[src/rtl/sram_stream_reader_if.sv]
// Avalon-MM read master toward the SRAM bridge plus the streaming output
// of sram_stream_reader, bundled as one interface.
interface sram_stream_reader_if;
    logic        m_chipselect_n;
    logic        m_read_n;
    logic        m_write_n;
    logic [1:0]  m_byteenable_n;
    logic [19:0] m_address;
    logic [15:0] m_readdata;
    logic [15:0] st_data;
    logic        st_valid;
    logic        st_ready;

    modport master (
        output m_chipselect_n, m_read_n, m_write_n, m_byteenable_n, m_address,
        output st_data, st_valid,
        input  m_readdata, st_ready
    );

    modport slave (
        input  m_chipselect_n, m_read_n, m_write_n, m_byteenable_n, m_address,
        input  st_data, st_valid,
        output m_readdata, st_ready
    );
endinterface

[src/rtl/sram_stream_reader.sv]
// Streams a block of SRAM words through a small FWFT FIFO onto a ready/valid port.
// Optional macro SRAM_STREAM_READER_WRAP_EN: loop over the block until stop.
module sram_stream_reader #(
    parameter int WAIT_CYCLES = 1,
    parameter int FIFO_DEPTH  = 8
) (
    input  logic                 clk,
    input  logic                 reset,
    input  logic                 start,
    input  logic                 stop,
    input  logic [19:0]          base_addr,
    input  logic [19:0]          word_count,
    output logic                 busy,
    output logic                 done,
    sram_stream_reader_if.master bus
);
    localparam int                PTR_W     = $clog2(FIFO_DEPTH);
    localparam int                CNT_W     = PTR_W + 1;
    localparam logic [CNT_W-1:0]  DEPTH_C   = CNT_W'(FIFO_DEPTH);
    localparam logic [3:0]        WAIT_LAST = 4'(WAIT_CYCLES);

    typedef enum logic [1:0] {IDLE, READ, PAUSE, DONE} state_t;

    state_t             state, state_next;
    logic [19:0]        addr, remaining;
    logic [3:0]         wait_cnt;
    logic               stop_seen;
    logic               read_active, accept, read_last, end_xfer;

    logic [15:0]        mem [FIFO_DEPTH];
    logic [PTR_W-1:0]   wr_ptr, rd_ptr;
    logic [CNT_W-1:0]   mem_count, occupancy, occ_after;
    logic               out_valid;
    logic [15:0]        out_data;
    logic               push, pop, load, fifo_full;

    assign read_last = (state == READ) && (wait_cnt == WAIT_LAST);
    assign push      = read_last;
    assign pop       = out_valid && bus.st_ready;
    // The output register refills from memory one cycle after a push, which
    // is where the extra cycle of start-to-valid latency comes from.
    assign load      = (mem_count != '0) && (!out_valid || bus.st_ready);
    assign occupancy = mem_count + CNT_W'(out_valid);
    assign fifo_full = (occupancy == DEPTH_C);
    assign occ_after = occupancy + CNT_W'(push) - CNT_W'(pop);

`ifdef SRAM_STREAM_READER_WRAP_EN
    assign end_xfer = stop || stop_seen;
`else
    assign end_xfer = stop || stop_seen || (remaining == 20'd1);
`endif

    always_ff @(posedge clk or posedge reset) begin
        // NOTE: every register update uses <= so all flops sample pre-edge values together.
        if (reset) state <= IDLE;
        else       state <= state_next;
    end

    always_comb begin
        // NOTE: defaults first, so no path through the case leaves an output unassigned (no latches).
        state_next  = state;
        busy        = 1'b1;
        done        = 1'b0;
        read_active = 1'b0;
        accept      = 1'b0;
        case (state)
            IDLE: begin
                busy = 1'b0;
                if (start) begin
                    if (word_count == 20'd0) begin
                        state_next = DONE;
                    end else begin
                        accept     = 1'b1;
                        state_next = fifo_full ? PAUSE : READ;
                    end
                end
            end
            READ: begin
                read_active = 1'b1;
                if (read_last) begin
                    if (end_xfer)                  state_next = DONE;
                    else if (occ_after == DEPTH_C) state_next = PAUSE;
                    else                           state_next = READ;
                end
            end
            PAUSE: begin
                if (stop)            state_next = DONE;
                else if (!fifo_full) state_next = READ;
            end
            DONE: begin
                done       = 1'b1;
                state_next = IDLE;
            end
            default: state_next = IDLE;
        endcase
    end

    assign bus.m_chipselect_n = !read_active;
    assign bus.m_read_n       = !read_active;
    assign bus.m_write_n      = 1'b1;
    assign bus.m_byteenable_n = 2'b00;
    assign bus.m_address      = addr;

`ifdef SRAM_STREAM_READER_WRAP_EN
    logic [19:0] base_q, count_q;

    always_ff @(posedge clk or posedge reset) begin
        if (reset) begin
            base_q  <= '0;
            count_q <= '0;
        end else if (accept) begin
            base_q  <= base_addr;
            count_q <= word_count;
        end
    end
`endif

    always_ff @(posedge clk or posedge reset) begin
        if (reset) begin
            addr      <= '0;
            remaining <= '0;
            wait_cnt  <= '0;
            stop_seen <= 1'b0;
        end else begin
            if (accept) begin
                addr      <= base_addr;
                remaining <= word_count;
            end else if (push) begin
`ifdef SRAM_STREAM_READER_WRAP_EN
                if (remaining == 20'd1) begin
                    addr      <= base_q;
                    remaining <= count_q;
                end else begin
                    addr      <= addr + 20'd1;
                    remaining <= remaining - 20'd1;
                end
`else
                addr      <= addr + 20'd1;
                remaining <= remaining - 20'd1;
`endif
            end
            wait_cnt  <= (state == READ && !read_last) ? wait_cnt + 4'd1 : 4'd0;
            // A stop during an access is held until that access completes.
            stop_seen <= (state == READ) && !read_last && (stop_seen || stop);
        end
    end

    always_ff @(posedge clk or posedge reset) begin
        if (reset) begin
            wr_ptr    <= '0;
            rd_ptr    <= '0;
            mem_count <= '0;
            out_valid <= 1'b0;
            out_data  <= '0;
        end else begin
            if (push) wr_ptr <= wr_ptr + PTR_W'(1);
            if (load) begin
                rd_ptr   <= rd_ptr + PTR_W'(1);
                out_data <= mem[rd_ptr];
            end
            mem_count <= mem_count + CNT_W'(push) - CNT_W'(load);
            if (load)     out_valid <= 1'b1;
            else if (pop) out_valid <= 1'b0;
        end
    end

    // NOTE: storage array has no reset; the pointers and count alone define what is valid.
    always_ff @(posedge clk) begin
        if (push) mem[wr_ptr] <= bus.m_readdata;
    end

    assign bus.st_valid = out_valid;
    assign bus.st_data  = out_data;
endmodule
[src/flat_wrapper.sv]
// flat-port wrapper written by rule: the top's interface ports become plain ports
module sram_stream_reader_flat 
#(
    parameter int WAIT_CYCLES = 1,
    parameter int FIFO_DEPTH  = 8
)
  (clk, reset, start, stop, base_addr, word_count, busy, done, bus_m_chipselect_n, bus_m_read_n, bus_m_write_n, bus_m_byteenable_n, bus_m_address, bus_st_data, bus_st_valid, bus_m_readdata, bus_st_ready);
  sram_stream_reader_if bus_i ();
  input  logic clk;
  input  logic reset;
  input  logic start;
  input  logic stop;
  input  logic [19:0] base_addr;
  input  logic [19:0] word_count;
  output logic busy;
  output logic done;
  output wire logic [$bits(bus_i.m_chipselect_n)-1:0] bus_m_chipselect_n;
  output wire logic [$bits(bus_i.m_read_n)-1:0] bus_m_read_n;
  output wire logic [$bits(bus_i.m_write_n)-1:0] bus_m_write_n;
  output wire logic [$bits(bus_i.m_byteenable_n)-1:0] bus_m_byteenable_n;
  output wire logic [$bits(bus_i.m_address)-1:0] bus_m_address;
  output wire logic [$bits(bus_i.st_data)-1:0] bus_st_data;
  output wire logic [$bits(bus_i.st_valid)-1:0] bus_st_valid;
  input wire logic [$bits(bus_i.m_readdata)-1:0] bus_m_readdata;
  input wire logic [$bits(bus_i.st_ready)-1:0] bus_st_ready;
  assign bus_m_chipselect_n = bus_i.m_chipselect_n;
  assign bus_m_read_n = bus_i.m_read_n;
  assign bus_m_write_n = bus_i.m_write_n;
  assign bus_m_byteenable_n = bus_i.m_byteenable_n;
  assign bus_m_address = bus_i.m_address;
  assign bus_st_data = bus_i.st_data;
  assign bus_st_valid = bus_i.st_valid;
  assign bus_i.m_readdata = bus_m_readdata;
  assign bus_i.st_ready = bus_st_ready;
  sram_stream_reader #(.WAIT_CYCLES(WAIT_CYCLES), .FIFO_DEPTH(FIFO_DEPTH)) u_core (.clk(clk), .reset(reset), .start(start), .stop(stop), .base_addr(base_addr), .word_count(word_count), .busy(busy), .done(done), .bus(bus_i));
endmodule
[config.mk]
export PLATFORM = sky130hd
export DESIGN_NAME = sram_stream_reader_flat
export DESIGN_NICKNAME = d
export VERILOG_FILES = /design/src/rtl/sram_stream_reader_if.sv /design/src/rtl/sram_stream_reader.sv /design/src/flat_wrapper.sv
export SDC_FILE = /design/constraint.sdc
export NUM_CORES = 1
export LEC_CHECK = 0
export CAP_MARGIN = 0
export CORE_MARGIN = 5
export CORE_UTILIZATION = 30
export CTS_CLUSTER_DIAMETER = 120
export CTS_CLUSTER_SIZE = 30
export DETAILED_ROUTE_END_ITERATION = 8
export GPL_ROUTABILITY_DRIVEN = 0
export PLACE_DENSITY = 0.6
export SYNTH_ARGS = -nofsm -noshare
export SYNTH_HDL_FRONTEND = slang
export SYNTH_SLANG_ARGS = --single-unit
[constraint.sdc]
create_clock -name clk -period 4.54 [get_ports clk]
set_input_delay 0.908 -clock clk [delete_from_list [all_inputs] [get_ports clk]]
set_output_delay 0.908 -clock clk [all_outputs]
set_load 0.01 [all_outputs]
== Word-level counts from Yosys, hierarchy flattened ==
Memory sizes are Yosys's and may differ from the RTL's. A register that Yosys moved wholly into a read port is not among the register bits.
Cells that the tools add are included.
Operators by class
  muxes and demuxes: 24
  add/subtract/negate cells: 10
  equality and inequality tests: 10
  reduce and logical (&&, ||, !) cells: 17
Operators by type and width (count)
  $mux W20: 4
  $add A20 B1 Y20 const B: 1
  $eq A20 B1 Y1 const B: 1
  $logic_not A20 Y1: 1
  $sub A20 B1 Y20 const B: 1
  $mux W2: 8
  $add A4 B1 Y4: 3
  $mux W1: 10
  $eq A4 B4 Y1 const B: 2
  $pmux W2 S4: 1
  $sub A4 B1 Y4: 2
  $add A3 B1 Y3 const B: 2
  $logic_and A1 B1 Y1: 5
  $add A4 B1 Y4 const B: 1
  $eq A2 B2 Y1 const B: 2
  $eq A4 B1 Y1 const B: 1
  $mux W4: 1
  $reduce_bool A2 Y1: 2
  $reduce_bool A4 Y1: 1
  $logic_not A1 Y1: 3
  $logic_or A1 B1 Y1: 3
  $ne A3 B3 Y1 const B: 1
  $reduce_and A3 Y1: 1
  $eq A2 B1 Y1 const B: 1
  3 further kinds: 3
Storage, ports and cells
  memories: 1
  bits in writable memories: 128
  bits of input ports: 61
  bits in registers: 58
  output and inout bits: 44
Memories
  u_core.mem: depth 8, width 16, rd ports 1, clocked after Yosys merged registers in 1, write ports 1, line sram_stream_reader.sv:30  | logic [15:0] mem [FIFO_DEPTH];

== Depth between registers and ports, before layout ==
Gate-level depths: netlist (run 1).
  depth after elaboration: 9
  depth in mapped cells: 13
  gate-level depth less buffers: 12

== Least setup slack after synthesis (run 1) ==
Ideal clock, no wire load.
  kind: reg-to-reg
  from: register u_core.wait_cnt[1]
  to: memory u_core.mem[2][0], enable pin
  setup slack: 1.090 ns
  buffers on the path: 1
  arrival time: 3.013 ns
  stages on the path, launching flop included: 7
  required time: 4.104 ns
  cells stage by stage: dfrtp_1 > inv_1 > ha_1 > nor3b_1 > nand2_2 > buf_1 > nor4b_1
On the way
  word-level cells in the longest chain between the ends: 4
RTL lines
  from (decl): line sram_stream_reader.sv:26  | logic [3:0] wait_cnt;
  from (signal assigned): line sram_stream_reader.sv:142  | wait_cnt <= (state == READ && !read_last) ? wait_cnt + 4'd1 : 4'd0;
  $eq A4 B1 Y1: line sram_stream_reader.sv:37  | assign read_last = (state == READ) && (wait_cnt == WAIT_LAST);
  $logic_and A1 B1 Y1: line sram_stream_reader.sv:37
  $mux W1: line sram_stream_reader.sv:169  | if (push) mem[wr_ptr] <= bus.m_readdata;
  $mux W1 (not written as such): line sram_stream_reader.sv:169
  to (decl): line sram_stream_reader.sv:30
No other way between the ends.

== Worst setup path in the final report (run 1) ==
  from: register u_core.wait_cnt[1]
  to: register u_core.state[0]
On the way
  word-level cells in the longest chain between the ends: 9
  elaborated cells on any way between the ends: 11
RTL lines
  $eq A4 B1 Y1 (*): line sram_stream_reader.sv:37
  $logic_and A1 B1 Y1 (*): line sram_stream_reader.sv:37
  $add A4 B1 Y4: line sram_stream_reader.sv:45  | assign occ_after = occupancy + CNT_W'(push) - CNT_W'(pop);
  $sub A4 B1 Y4: line sram_stream_reader.sv:45
  $eq A4 B4 Y1: line sram_stream_reader.sv:82  | else if (occ_after == DEPTH_C) state_next = PAUSE;
  $mux W2: line sram_stream_reader.sv:82
  $mux W2: line sram_stream_reader.sv:81  | if (end_xfer) state_next = DONE;
  $mux W2: line sram_stream_reader.sv:80  | if (read_last) begin
  $pmux W2 S4: line sram_stream_reader.sv:66  | case (state)
  to (signal assigned): line sram_stream_reader.sv:56  | else state <= state_next;
  to (decl): line sram_stream_reader.sv:24  | state_t state, state_next;
Mark *: on every way between the ends. The rest lies on a longest branch, timed or not. The select of a mux whose other input is x is not followed.
A chain may end at the register's enable or synchronous reset.

==> load_flow_metrics.sql, run 1 <==
INSERT INTO impl_metrics (metric_group, metric, value, unit) VALUES
('critical_path', 'worst_reg2reg_setup_slack', '1450', 'ps'),
('synthesis', 'post_synthesis_sequential_area_ratio', '63.3', '%'),
('critical_path', 'worst-endpoint-arrival', '3440', 'ps'),
('critical_path', 'crit_slowest_cell', 'dfrtp_1', ''),
('clock_network', 'setup_bufs_post_cts', '0', ''),
('sta', 'worst_pin_slew', '883', 'ps'),
('clock_network', 'clkSinkCount', '202', ''),
('critical_path', 'path_cells', 'inv_1, ha_1, nor3b_1, nand2_2, inv_2, ha_1, ha_1, mux2i_1, a2111oi_0, nand2_1, o31a_1', ''),
('clock_network', 'ctsLongestPathBuffers', '3', ''),
('synthesis', 'async_set_reset_flop_share_out_of_synthesis', '36.6', '%'),
('synthesis', 'synth_commonest_cells', 'edfxtp_1 (128), dfrtp_1 (74), nand2_1 (47), nor2_1 (46), mux4_2 (32)', ''),
('power', 'power_leakage', '3.83', 'nW'),
('global_routing', 'grt-ovfl-total', '0', ''),
('critical_path', 'endpoint_kind', 'register', ''),
('floorplanning', 'io-pin-count', '105', ''),
('power', 'max-vdd-ir-drop', '0.000304', 'V'),
('floorplanning', 'die_h', '183', 'um'),
('routing', 'drt.antenna.violating_nets', '0', ''),
('critical_path', 'crit_path_frequent_cell', 'ha_1', ''),
('power', 'fin_total_pwr', '0.00637', 'W'),
('critical_path', 'cp-endpoint', 'u_core.state[0]$_DFFE_PP0P_', ''),
('routing', 'avg_vias_per_cell', '4.96', ''),
('synthesis', 'synth_most_common_cell', 'edfxtp_1', ''),
('sta', 'finalHoldViolations', '0', ''),
('routing', 'detailedRoute.firstIterationViolations', '381', ''),
('floorplanning', 'rows', '63', ''),
('critical_path', 'r2r.worst_path.cells', '11', ''),
('layout', 'filler_cells', '2892', ''),
('clock_network', 'clock_buffers_created_by_tritoncts', '11', ''),
('floorplanning', 'initial_core_util', '30.3', '%'),
('sta', 'finalWorstPathRequiredPeriod', '3090', 'ps'),
('hold_path', 'holdCritPathClass', 'reg -> reg', ''),
('sta', 'period_share', '68.0', '%'),
('critical_path', 'r2r-end', 'u_core.state[0]$_DFFE_PP0P_', ''),
('routing', 'firstDrtPassIters', '5', ''),
('power', 'power-per-cell-area', '587', 'mW/mm^2'),
('clock_network', 'htreeDepth', '1', ''),
('synthesis', 'synth_register_bits', '202', ''),
('layout', 'antennaDiodeCount', '0', ''),
('clock_network', 'clockRootBuffer', 'clkbuf_16', ''),
('synthesis', 'ys.warnings.count', '0', ''),
('layout', 'area_delta_synth_final', '20.8', '%'),
('critical_path', 'path_delay_family', 'adder cells', ''),
('synthesis', 'yosysUniqueCellTypes', '60', ''),
('critical_path', 'worst_ep_required', '4900', 'ps'),
('synthesis', 'syn_area_per_cell', '13.9', 'um^2'),
('critical_path', 'worstSetupStartpointType', 'register', ''),
('clock_network', 'clkSlewWorstSetupHoldPaths', '120', 'ps'),
('synthesis', 'ys_top_cells_by_area', 'edfxtp_1 (43%), dfrtp_1 (21%), mux4_2 (8.0%)', ''),
('sta', 'report.final.slew_viol_count', '0', ''),
('synthesis', 'synth_top_flop_cell', 'edfxtp_1', ''),
('synthesis', 'synthDominantAreaCellType', 'edfxtp_1', ''),
('global_routing', 'grt_max_degree', '45', ''),
('critical_path', 'setup.worst_path.start', 'u_core.wait_cnt[1]$_DFF_PP0_', ''),
('clock_network', 'cts-hold-fix-buffers', '0', ''),
('routing', 'drc_errors', '0', ''),
('routing', 'detail_route.wl_per_cell', '18.2', 'um'),
('status', 'status', 'finished, final reports clean', ''),
('global_routing', 'grt_usage', '12.3', '%'),
('global_routing', 'vias_in_the_first_global_route', '5817', ''),
('clock_network', 'ctsResizeCount', '0', ''),
('synthesis', 'post-synth-top-area-fraction', '42.7', '%'),
('global_routing', 'grt_pass1_wl', '33300', 'um'),
('sta', 'total_negative_slack_for_setup_checks', '0', 'ps'),
('synthesis', 'syn-cell-area', '0.00899', 'mm^2'),
('critical_path', 'startpoint_to_endpoint_class_of_the_critical_path', 'reg -> reg', ''),
('layout', 'post_route_cells_drive_above_1_share', '11.4', '%'),
('floorplanning', 'die_area', '0.0335', 'mm^2'),
('floorplanning', 'fp.coreArea', '0.0296', 'mm^2'),
('clock_network', 'worst_skew_pair.late_latency', '470', 'ps'),
('placement', 'sum_of_net_half_perimeters_after_detailed_placement', '13500', 'um');
## flip-flops by register name (all words and copies together) (netlist names)
register and flops:
u_core.mem 128, u_core.stop_seen 1, u_core.mem_count 4, u_core.rd_ptr 3
u_core.bus.m_address 20, u_core.bus.st_data 16, u_core.wait_cnt 4, u_core.wr_ptr 3
u_core.bus.st_valid 1, u_core.remaining 20, u_core.state 2
## cell usage in the layout (no fill, tap or decap), types with 3 or more instances in the layout
cell and instances:
a21oi_1 23, o21ai_1 4, nor3_2 6, a221o_1 14, or3_1 5, clkdlybuf4s50_1 101
nand4_1 4, o211ai_1 12, clkbuf_16 11, ha_1 19, nor2_1 46, nor3_1 8
a31oi_1 5, inv_1 20, xnor2_1 9, mux2i_1 20, xor2_1 6, dfrtp_1 72
nand2_1 47, o31a_1 3, o311ai_1 9, nand3_1 25, a211o_1 4, o41ai_1 3
nand2b_1 4, mux4_2 32, nor4_1 15, conb_1 3, o21ai_0 8, or4_1 4
o31ai_1 10, buf_4 17, edfxtp_1 128, and3_1 5
## kinds of logic after synthesis
family | share of synthesized area, %
flip-flops | 63.3
AND/OR/NAND/NOR | 10.3
AO/OA/AOI/OAI | 8.71
buffers and inverters | 2.73
multiplexers | 10.4
adder cells (fa/ha/maj) | 2.87
XOR/XNOR | 1.64
other | 0.0835
## metrics by stage
step,setup slack (ps),hold WS (ps),instance area [um^2],cells
floorplan,1090,459,9000,646
global placement,1190,479,10500,1119
detailed placement,1150,487,10500,1119
CTS,1420,504,10900,1136
global route,1150,548,10900,1136
finish,1450,501,10900,1136
## metal layers
layer / track usage, % / share of wire (%) / up-vias
li1: - / - / 2674
met1: 17.3 / 45 / 2827
met2: 20.8 / 49 / 108
met3: 1.29 / 3.6 / 20
met4: 2.80 / 1.8 / 0
met5: 0 / 0 / -
## final cells by class
cell class                      instances  area, um^2  share of cell area [%]
Clock buffer                           13         283                    2.60
Clock inverter                          4        66.3                   0.610
Inverter                               23        87.6                   0.806
Multi-Input combinational cell        386        3100                    28.6
Sequential cell                       202        5700                    52.5
Tap cell                              390         488                    4.49
Timing Repair Buffer                  118        1140                    10.5
## how the worst min path moves through the flow
stage	from	end	slack [ps]	cells after the start
final	u_core.wait_cnt[0]$_DFF_PP0_	u_core.wait_cnt[0]$_DFF_PP0_	500	1
after global routing	u_core.wait_cnt[0]$_DFF_PP0_	u_core.wait_cnt[0]$_DFF_PP0_	550	1
after CTS	u_core.wait_cnt[0]$_DFF_PP0_	u_core.wait_cnt[0]$_DFF_PP0_	500	1
after detailed placement	u_core.wait_cnt[0]$_DFF_PP0_	u_core.wait_cnt[0]$_DFF_PP0_	490	1
after global placement	u_core.stop_seen$_DFF_PP0_	u_core.stop_seen$_DFF_PP0_	480	2
after floorplan	u_core.wait_cnt[0]$_DFF_PP0_	u_core.wait_cnt[0]$_DFF_PP0_	460	1
## power breakdown
group,switching [W],internal [W]
logic,0.00115,0.00125
registers,0.000487,0.00235
clock network,0.000607,0.000525
total,0.00225,0.00412
No activity file was read; power rests on OpenSTA's default activity.
==> run 2, diff against run 1 <==
==> constraint.sdc (replaced) <==
create_clock -name clk -period 2.9 [get_ports clk]
set_input_delay 0.58 -clock clk [delete_from_list [all_inputs] [get_ports clk]]
set_output_delay 0.58 -clock clk [all_outputs]
set_load 0.01 [all_outputs]
==> run 2 against run 1 <==
Against the previous run:
- final cell count rose by 0.97%
- wire length rose by 0.35%
- die area did not move
- critical endpoint unchanged
- highest routed layer unchanged
- core utilization rose by 0.38 points
- clock skew rose by 6.6 ps
- critical path type unchanged
- total power rose by 58%
- global-route usage rose by 0.057 points
- maximum frequency rose by 17%
==> load_flow_metrics.sql, run 2 (synthesis gave the netlist of run 1 again) <==
INSERT INTO impl_metrics (metric_group, metric, value, unit) VALUES
('sta', 'finalHoldViolations', '0', ''),
('run', 'max-cap-violations', '0', ''),
('global_routing', 'vias_in_the_first_global_route', '5812', ''),
('layout', 'top_library_cells_by_usage_in_the_layout_fill_and_taps_aside', 'edfxtp_1 (128), clkdlybuf4s50_1 (101), dfrtp_1 (73)', ''),
('critical_path', 'critical_path_peak_fanout', '5', ''),
('sta', 'finalWorstPathRequiredPeriod', '2640', 'ps'),
('critical_path', 'path_cells', 'ha_1, inv_1, ha_1, inv_1, ha_1, ha_1, nor2_1, mux2i_1, a2111oi_2, nand2_1, o31a_1', ''),
('floorplanning', 'die_h', '183', 'um'),
('floorplanning', 'initial_core_util', '30.3', '%'),
('sta', 'setup_viol', '0', ''),
('placement', 'place_inst', '1130', ''),
('global_routing', 'grt_usage', '12.4', '%'),
('global_routing', 'grt_pass1_wl', '33200', 'um'),
('clock_network', 'worst_skew_pair.late_latency', '480', 'ps'),
('placement', 'detailed_place.area', '0.0106', 'mm^2'),
('sta', 'report.final.slew_viol_count', '0', ''),
('clock_network', 'tritoncts_clock_tree', 'done', ''),
('routing', 'avg_vias_per_cell', '4.95', ''),
('placement', 'pre_cts_ws', '-124', 'ps'),
('power', 'max-vdd-ir-drop', '0.000383', 'V'),
('critical_path', 'worst-endpoint-arrival', '3020', 'ps'),
('global_routing', 'grt-ovfl-total', '0', ''),
('sta', 'fmaxAchievable', '379', 'MHz'),
('floorplanning', 'fp.coreArea', '0.0296', 'mm^2'),
('sta', 'slew_headroom', '37.8', '%'),
('critical_path', 'timing.critical_path.buf_inv', '2', ''),
('power', 'fin_total_pwr', '0.0101', 'W'),
('sta', 'period_share', '91.1', '%'),
('critical_path', 'endpoint_kind', 'register', ''),
('critical_path', 'crit_path_frequent_cell', 'ha_1', ''),
('critical_path', 'crit_slowest_cell', 'dfrtp_1', ''),
('clock_network', 'clock_buffers_created_by_tritoncts', '11', ''),
('layout', 'post_route_cells_drive_above_1_share', '12.7', '%'),
('sta', 'unrepaired_setup_endpoints_after_global_routing', 'false', ''),
('sta', 'worst_pin_slew', '930', 'ps'),
('sta', 'total_negative_slack_for_setup_checks', '0', 'ps'),
('floorplanning', 'io-pin-count', '105', ''),
('routing', 'drt.antenna.violating_nets', '0', ''),
('layout', 'area_delta_synth_final', '22.0', '%'),
('routing', 'totalWireLength', '20800', 'um'),
('power', 'power_leakage', '3.90', 'nW'),
('layout', 'fin_nets', '834', ''),
('placement', 'sum_of_net_half_perimeters_after_detailed_placement', '13900', 'um'),
('floorplanning', 'die_area', '0.0335', 'mm^2'),
('global_routing', 'grt_max_degree', '44', ''),
('routing', 'detailedRoute.firstIterationViolations', '416', ''),
('critical_path', 'startpoint_to_endpoint_class_of_the_critical_path', 'reg -> reg', ''),
('placement', 'io_buffers', '101', ''),
('clock_network', 'cts-hold-fix-buffers', '0', ''),
('clock_network', 'ctsLongestPathBuffers', '3', ''),
('routing', 'vias', '5674', ''),
('clock_network', 'ctsResizeCount', '0', ''),
('global_routing', 'antenna_found_initial', '0', ''),
('sta', 'post-route-worst-setup-slack', '259', 'ps'),
('layout', 'antennaDiodeCount', '0', ''),
('layout', 'mostFrequentLayoutCell', 'edfxtp_1', ''),
('hold_path', 'holdCritPathClass', 'in -> async', ''),
('status', 'status', 'finished, final reports clean', ''),
('layout', 'layout.cells.non_filler', '1147', ''),
('layout', 'final_cell_area', '0.0110', 'mm^2'),
('critical_path', 'worstSetupStartpointType', 'register', ''),
('sta', 'clock_skew', '30.5', 'ps'),
('routing', 'detail_route.wl_per_cell', '18.1', 'um'),
('critical_path', 'path_delay_family', 'adder cells', ''),
('routing', 'firstDrtPassIters', '4', ''),
('clock_network', 'clkSinkCount', '202', ''),
('layout', 'largest_register', 'u_core.mem', ''),
('routing', 'drc_errors', '0', ''),
('clock_network', 'setup_bufs_post_cts', '0', ''),
('clock_network', 'clkSlewWorstSetupHoldPaths', '120', 'ps'),
('critical_path', 'worst_ep_required', '3280', 'ps'),
('clock_network', 'htreeDepth', '1', ''),
('floorplanning', 'dieWidth', '183', 'um'),
('power', 'power-per-cell-area', '918', 'mW/mm^2'),
('critical_path', 'critical-path-max-stage-delay', '450', 'ps'),
('clock_network', 'clockRootBuffer', 'clkbuf_16', ''),
('floorplanning', 'rows', '63', ''),
('layout', 'largest_register_ffs', '128', '');
[run 2: changes by cell type in the layout (fill, tap and decap cells not counted), sizes merged]
cell      previous run  this run
buf                 17        28
bufinv               1         0
clkinvlp             1         0
clkbuf              13        14
clkinv               1         2
[run 2: metrics by stage]
step	utilization [%]	hold WS [ps]
final	37.0	402
after global routing	37.0	440
after CTS	37.0	414
after detailed placement	35.9	488
after global placement	35.9	478
after floorplan	-	459
[run 2: cell type report]
type / instances / area (um^2)
inverters: 23 / 87.6
repair buffers: 129 / 1250
fillers: 2903 / 18700
clock inverters: 3 / 40.0
flip-flops and latches: 202 / 5700
well taps: 390 / 488
clock buffers: 14 / 287
multi-input cells: 386 / 3130
[run 2: path summary, 6_finish.rpt]
| check | startpoint | to | slack [ps] | cells after the start |
|---|---|---|---|---|
| worst min register to register | u_core.wait_cnt[0]$_DFF_PP0_ | u_core.wait_cnt[0]$_DFF_PP0_ | 500 | 1 |
| worst max register to register | u_core.bus.st_valid$_DFFE_PP0P_ | u_core.state[0]$_DFFE_PP0P_ | 260 | 11 |
| max in group asynchronous | reset | u_core.rd_ptr[0]$_DFFE_PP0P_ | 1890 | 3 |
| worst max-delay path | u_core.bus.st_valid$_DFFE_PP0P_ | u_core.state[0]$_DFFE_PP0P_ | 260 | 11 |
| min in group clk | u_core.wait_cnt[0]$_DFF_PP0_ | u_core.wait_cnt[0]$_DFF_PP0_ | 500 | 1 |
| worst min-delay path | reset | u_core.wait_cnt[3]$_DFF_PP0_ | 400 | 2 |
[run 2: report_power, final]
part	internal, W	switching (W)
Sequential	0.00368	0.000688
Combinational	0.00207	0.00194
Clock	0.000740	0.000956
Total	0.00649	0.00359
[run 2: metal layers]
metal | global-route usage (%) | vias to the layer above | wire length (um)
li1 | - | 2701 | -
met1 | 17.0 | 2860 | 9540
met2 | 21.1 | 93 | 10200
met3 | 1.31 | 20 | 629
met4 | 3.10 | 0 | 399
met5 | 0 | - | 0
==> run 3, diff against run 2 <==
--- a/config.mk
+++ b/config.mk
@@ -12,6 +12,7 @@
 export CTS_CLUSTER_SIZE = 30
 export DETAILED_ROUTE_END_ITERATION = 8
 export GPL_ROUTABILITY_DRIVEN = 0
+export GPL_TIMING_DRIVEN = 0
 export PLACE_DENSITY = 0.6
 export SYNTH_ARGS = -nofsm -noshare
 export SYNTH_HDL_FRONTEND = slang
==> run 3 against run 2 <==
Against the previous run:
- final cell count increased by 1.7%
- first-iteration DRC count increased by 19%
- combinational power increased by 7.5%
- wire length increased by 7.7%
- via count increased by 4.7%
- cell area increased by 1.3%
- clock skew decreased by 11 ps
- die area unchanged
- sequential share of layout area decreased by 0.69 points
- total power increased by 1.3%
- sequential power decreased by 3%
- maximum frequency decreased by 4.5%
- largest cell class unchanged
==> load_flow_metrics.sql, run 3 (synthesis gave the netlist of run 1 again) <==
INSERT INTO impl_metrics (metric_group, metric, value, unit) VALUES
('status', 'status', 'finished, final reports clean', ''),
('floorplanning', 'rows', '63', ''),
('placement', 'detailed_place.area', '0.0107', 'mm^2'),
('clock_network', 'clkSlewWorstSetupHoldPaths', '120', 'ps'),
('global_routing', 'grt_pass1_wl', '35000', 'um'),
('routing', 'drc_errors', '0', ''),
('sta', 'finalHoldViolations', '0', ''),
('routing', 'drt.antenna.violating_nets', '0', ''),
('sta', 'slew_headroom', '35.4', '%'),
('run', 'max-cap-violations', '0', ''),
('power', 'share_clk_of_total_power', '16.2', '%'),
('sta', 'finalWorstPathRequiredPeriod', '2760', 'ps'),
('layout', 'largest_register', 'u_core.mem', ''),
('clock_network', 'clock_buffers_created_by_tritoncts', '10', ''),
('critical_path', 'startpoint_to_endpoint_class_of_the_critical_path', 'reg -> reg', ''),
('routing', 'detail_route.wl_per_cell', '19.2', 'um'),
('sta', 'report.final.slew_viol_count', '0', ''),
('sta', 'worst_pin_slew', '969', 'ps'),
('global_routing', 'grt_usage', '13.2', '%'),
('layout', 'mostFrequentLayoutCell', 'edfxtp_1', ''),
('clock_network', 'worst_skew_pair.late_latency', '470', 'ps'),
('power', 'intPower', '0.00651', 'W'),
('clock_network', 'htreeDepth', '1', ''),
('clock_network', 'clkSinkCount', '202', ''),
('floorplanning', 'dieWidth', '183', 'um'),
('sta', 'period_share', '95.3', '%'),
('clock_network', 'tritoncts_clock_tree', 'done', ''),
('power', 'power_leakage', '3.96', 'nW'),
('sta', 'unrepaired_setup_endpoints_after_global_routing', 'true', ''),
('routing', 'avg_vias_per_cell', '5.09', ''),
('power', 'max-vdd-ir-drop', '0.000418', 'V'),
('floorplanning', 'die_h', '183', 'um'),
('placement', 'sum_of_net_half_perimeters_after_detailed_placement', '15900', 'um'),
('critical_path', 'critical_path_peak_fanout', '10', ''),
('clock_network', 'cts-hold-fix-buffers', '0', ''),
('critical_path', 'worst-endpoint-arrival', '3130', 'ps'),
('layout', 'fin_nets', '854', ''),
('global_routing', 'antenna_found_initial', '0', ''),
('global_routing', 'grt-ovfl-total', '0', ''),
('hold_path', 'holdCritPathClass', 'in -> async', ''),
('sta', 'fmaxAchievable', '362', 'MHz'),
('routing', 'vias', '5938', ''),
('sta', 'setup_viol', '0', ''),
('critical_path', 'endpoint_kind', 'register', ''),
('power', 'fin_total_pwr', '0.0102', 'W'),
('layout', 'top_library_cells_by_usage_in_the_layout_fill_and_taps_aside', 'edfxtp_1 (128), clkdlybuf4s50_1 (101), dfrtp_1 (74)', ''),
('critical_path', 'worst_ep_required', '3270', 'ps'),
('sta', 'total_negative_slack_for_setup_checks', '0', 'ps'),
('power', 'share_comb_of_total_power', '42.2', '%'),
('floorplanning', 'io-pin-count', '105', ''),
('routing', 'firstDrtPassIters', '4', ''),
('floorplanning', 'die_area', '0.0335', 'mm^2'),
('layout', 'final_cell_area', '0.0111', 'mm^2'),
('routing', 'totalWireLength', '22400', 'um'),
('layout', 'area_delta_synth_final', '23.6', '%'),
('floorplanning', 'fp.coreArea', '0.0296', 'mm^2'),
('sta', 'whs', '479', 'ps'),
('power', 'power_switching_share', '36.2', '%'),
('sta', 'clock_skew', '19.9', 'ps'),
('placement', 'io_buffers', '101', ''),
('clock_network', 'clockRootBuffer', 'clkbuf_16', ''),
('global_routing', 'grt_max_degree', '49', ''),
('layout', 'final_util', '37.5', '%'),
('layout', 'filler_cells', '2839', ''),
('routing', 'detailedRoute.firstIterationViolations', '493', ''),
('global_routing', 'vias_in_the_first_global_route', '5975', ''),
('clock_network', 'ctsLongestPathBuffers', '3', ''),
('layout', 'antennaDiodeCount', '0', ''),
('layout', 'largest_register_ffs', '128', ''),
('power', 'power-per-cell-area', '918', 'mW/mm^2'),
('critical_path', 'worst_reg2reg_setup_slack', '140', 'ps'),
('power', 'sequentialPowerShare', '41.6', '%'),
('floorplanning', 'initial_core_util', '30.3', '%'),
('critical_path', 'worstSetupStartpointType', 'register', ''),
('power', 'netSwitchingPower', '0.00369', 'W'),
('layout', 'post_route_cells_drive_above_1_share', '12.6', '%');
run 3: cell types whose count changed in the layout (fill, tap and decap cells not counted), moves of 3 or more:
cell,change
nor3_4,+3
nor3_2,-3
buf_4,-16
buf_8,+6
clkbuf_1,+16
buf_2,+9
buf_1,+4
run 3: what timing repair did:
item | in CTS | in global routing
pin swaps | 3 | 2
buffers inserted | 1 | 5
endpoints found under the setup margin | 122 | 52
resized for setup | 6 | 11
run 3: area by class of cell:
class                      instances  area [um^2]  share of cell area [%]
tap                              390          488                    4.39
sequential                       202         5700                    51.2
buffer                            34          158                    1.42
multi-input combinational        386         3170                    28.5
clock inverter                     2         26.3                   0.236
clock buffer                      14          287                    2.58
inverter                          23         96.3                   0.866
timing repair buffer             116         1200                    10.8
run 3: final timing paths:
| path | start | cells after the start | endpoint |
|---|---|---|---|
| max in group asynchronous | reset | 3 | u_core.bus.m_address[18]$_DFFE_PP0P_ |
| setup / recovery | u_core.mem_count[2]$_DFF_PP0_ | 11 | u_core.mem_count[2]$_DFF_PP0_ |
| hold reg to reg | u_core.stop_seen$_DFF_PP0_ | 2 | u_core.stop_seen$_DFF_PP0_ |
| hold / removal | reset | 2 | u_core.mem_count[3]$_DFF_PP0_ |
| min in group clk | u_core.stop_seen$_DFF_PP0_ | 2 | u_core.stop_seen$_DFF_PP0_ |
| setup reg to reg | u_core.mem_count[2]$_DFF_PP0_ | 11 | u_core.mem_count[2]$_DFF_PP0_ |
run 3: critical path, cell delays in order, from the launching register on:
cell and delay, ps:
dfrtp_1 440, inv_1 90, ha_1 190, and3_1 220, a21oi_4 320, clkbuf_4 350
ha_1 260, inv_1 50, ha_1 160, inv_1 60, fa_1 380, xnor2_1 140
run 3: routing by layer:
layer / vias up / global-route usage [%] / routed length [um]
li1: 2756 / - / -
met3: 27 / 1.15 / 689
met4: 0 / 3.78 / 455
met5: - / 0 / 0
met2: 140 / 21.7 / 10800
met1: 3015 / 18.8 / 10400
run 3: power groups by stage:
stage | logic [W] | registers (W) | clock network, W
global route | 0.00475 | 0.00433 | 0.00181
global placement | 0.00412 | 0.00427 | 0
CTS | 0.00428 | 0.00423 | 0.00171
finish | 0.00431 | 0.00425 | 0.00165
detailed placement | 0.00425 | 0.00429 | 0
floorplan | 0.00265 | 0.00426 | 0
run 3: stage by stage:
| stage | worst slack (ps) | cells |
|---|---|---|
| 6_report | 136 | 1167 |
| 3_3_place_gp | -1760 | 1137 |
| 3_5_place_dp | -941 | 1146 |
| 4_1_cts | -161 | 1162 |
| 5_1_grt | -56.8 | 1167 |
| 2_1_floorplan | -110 | 646 |
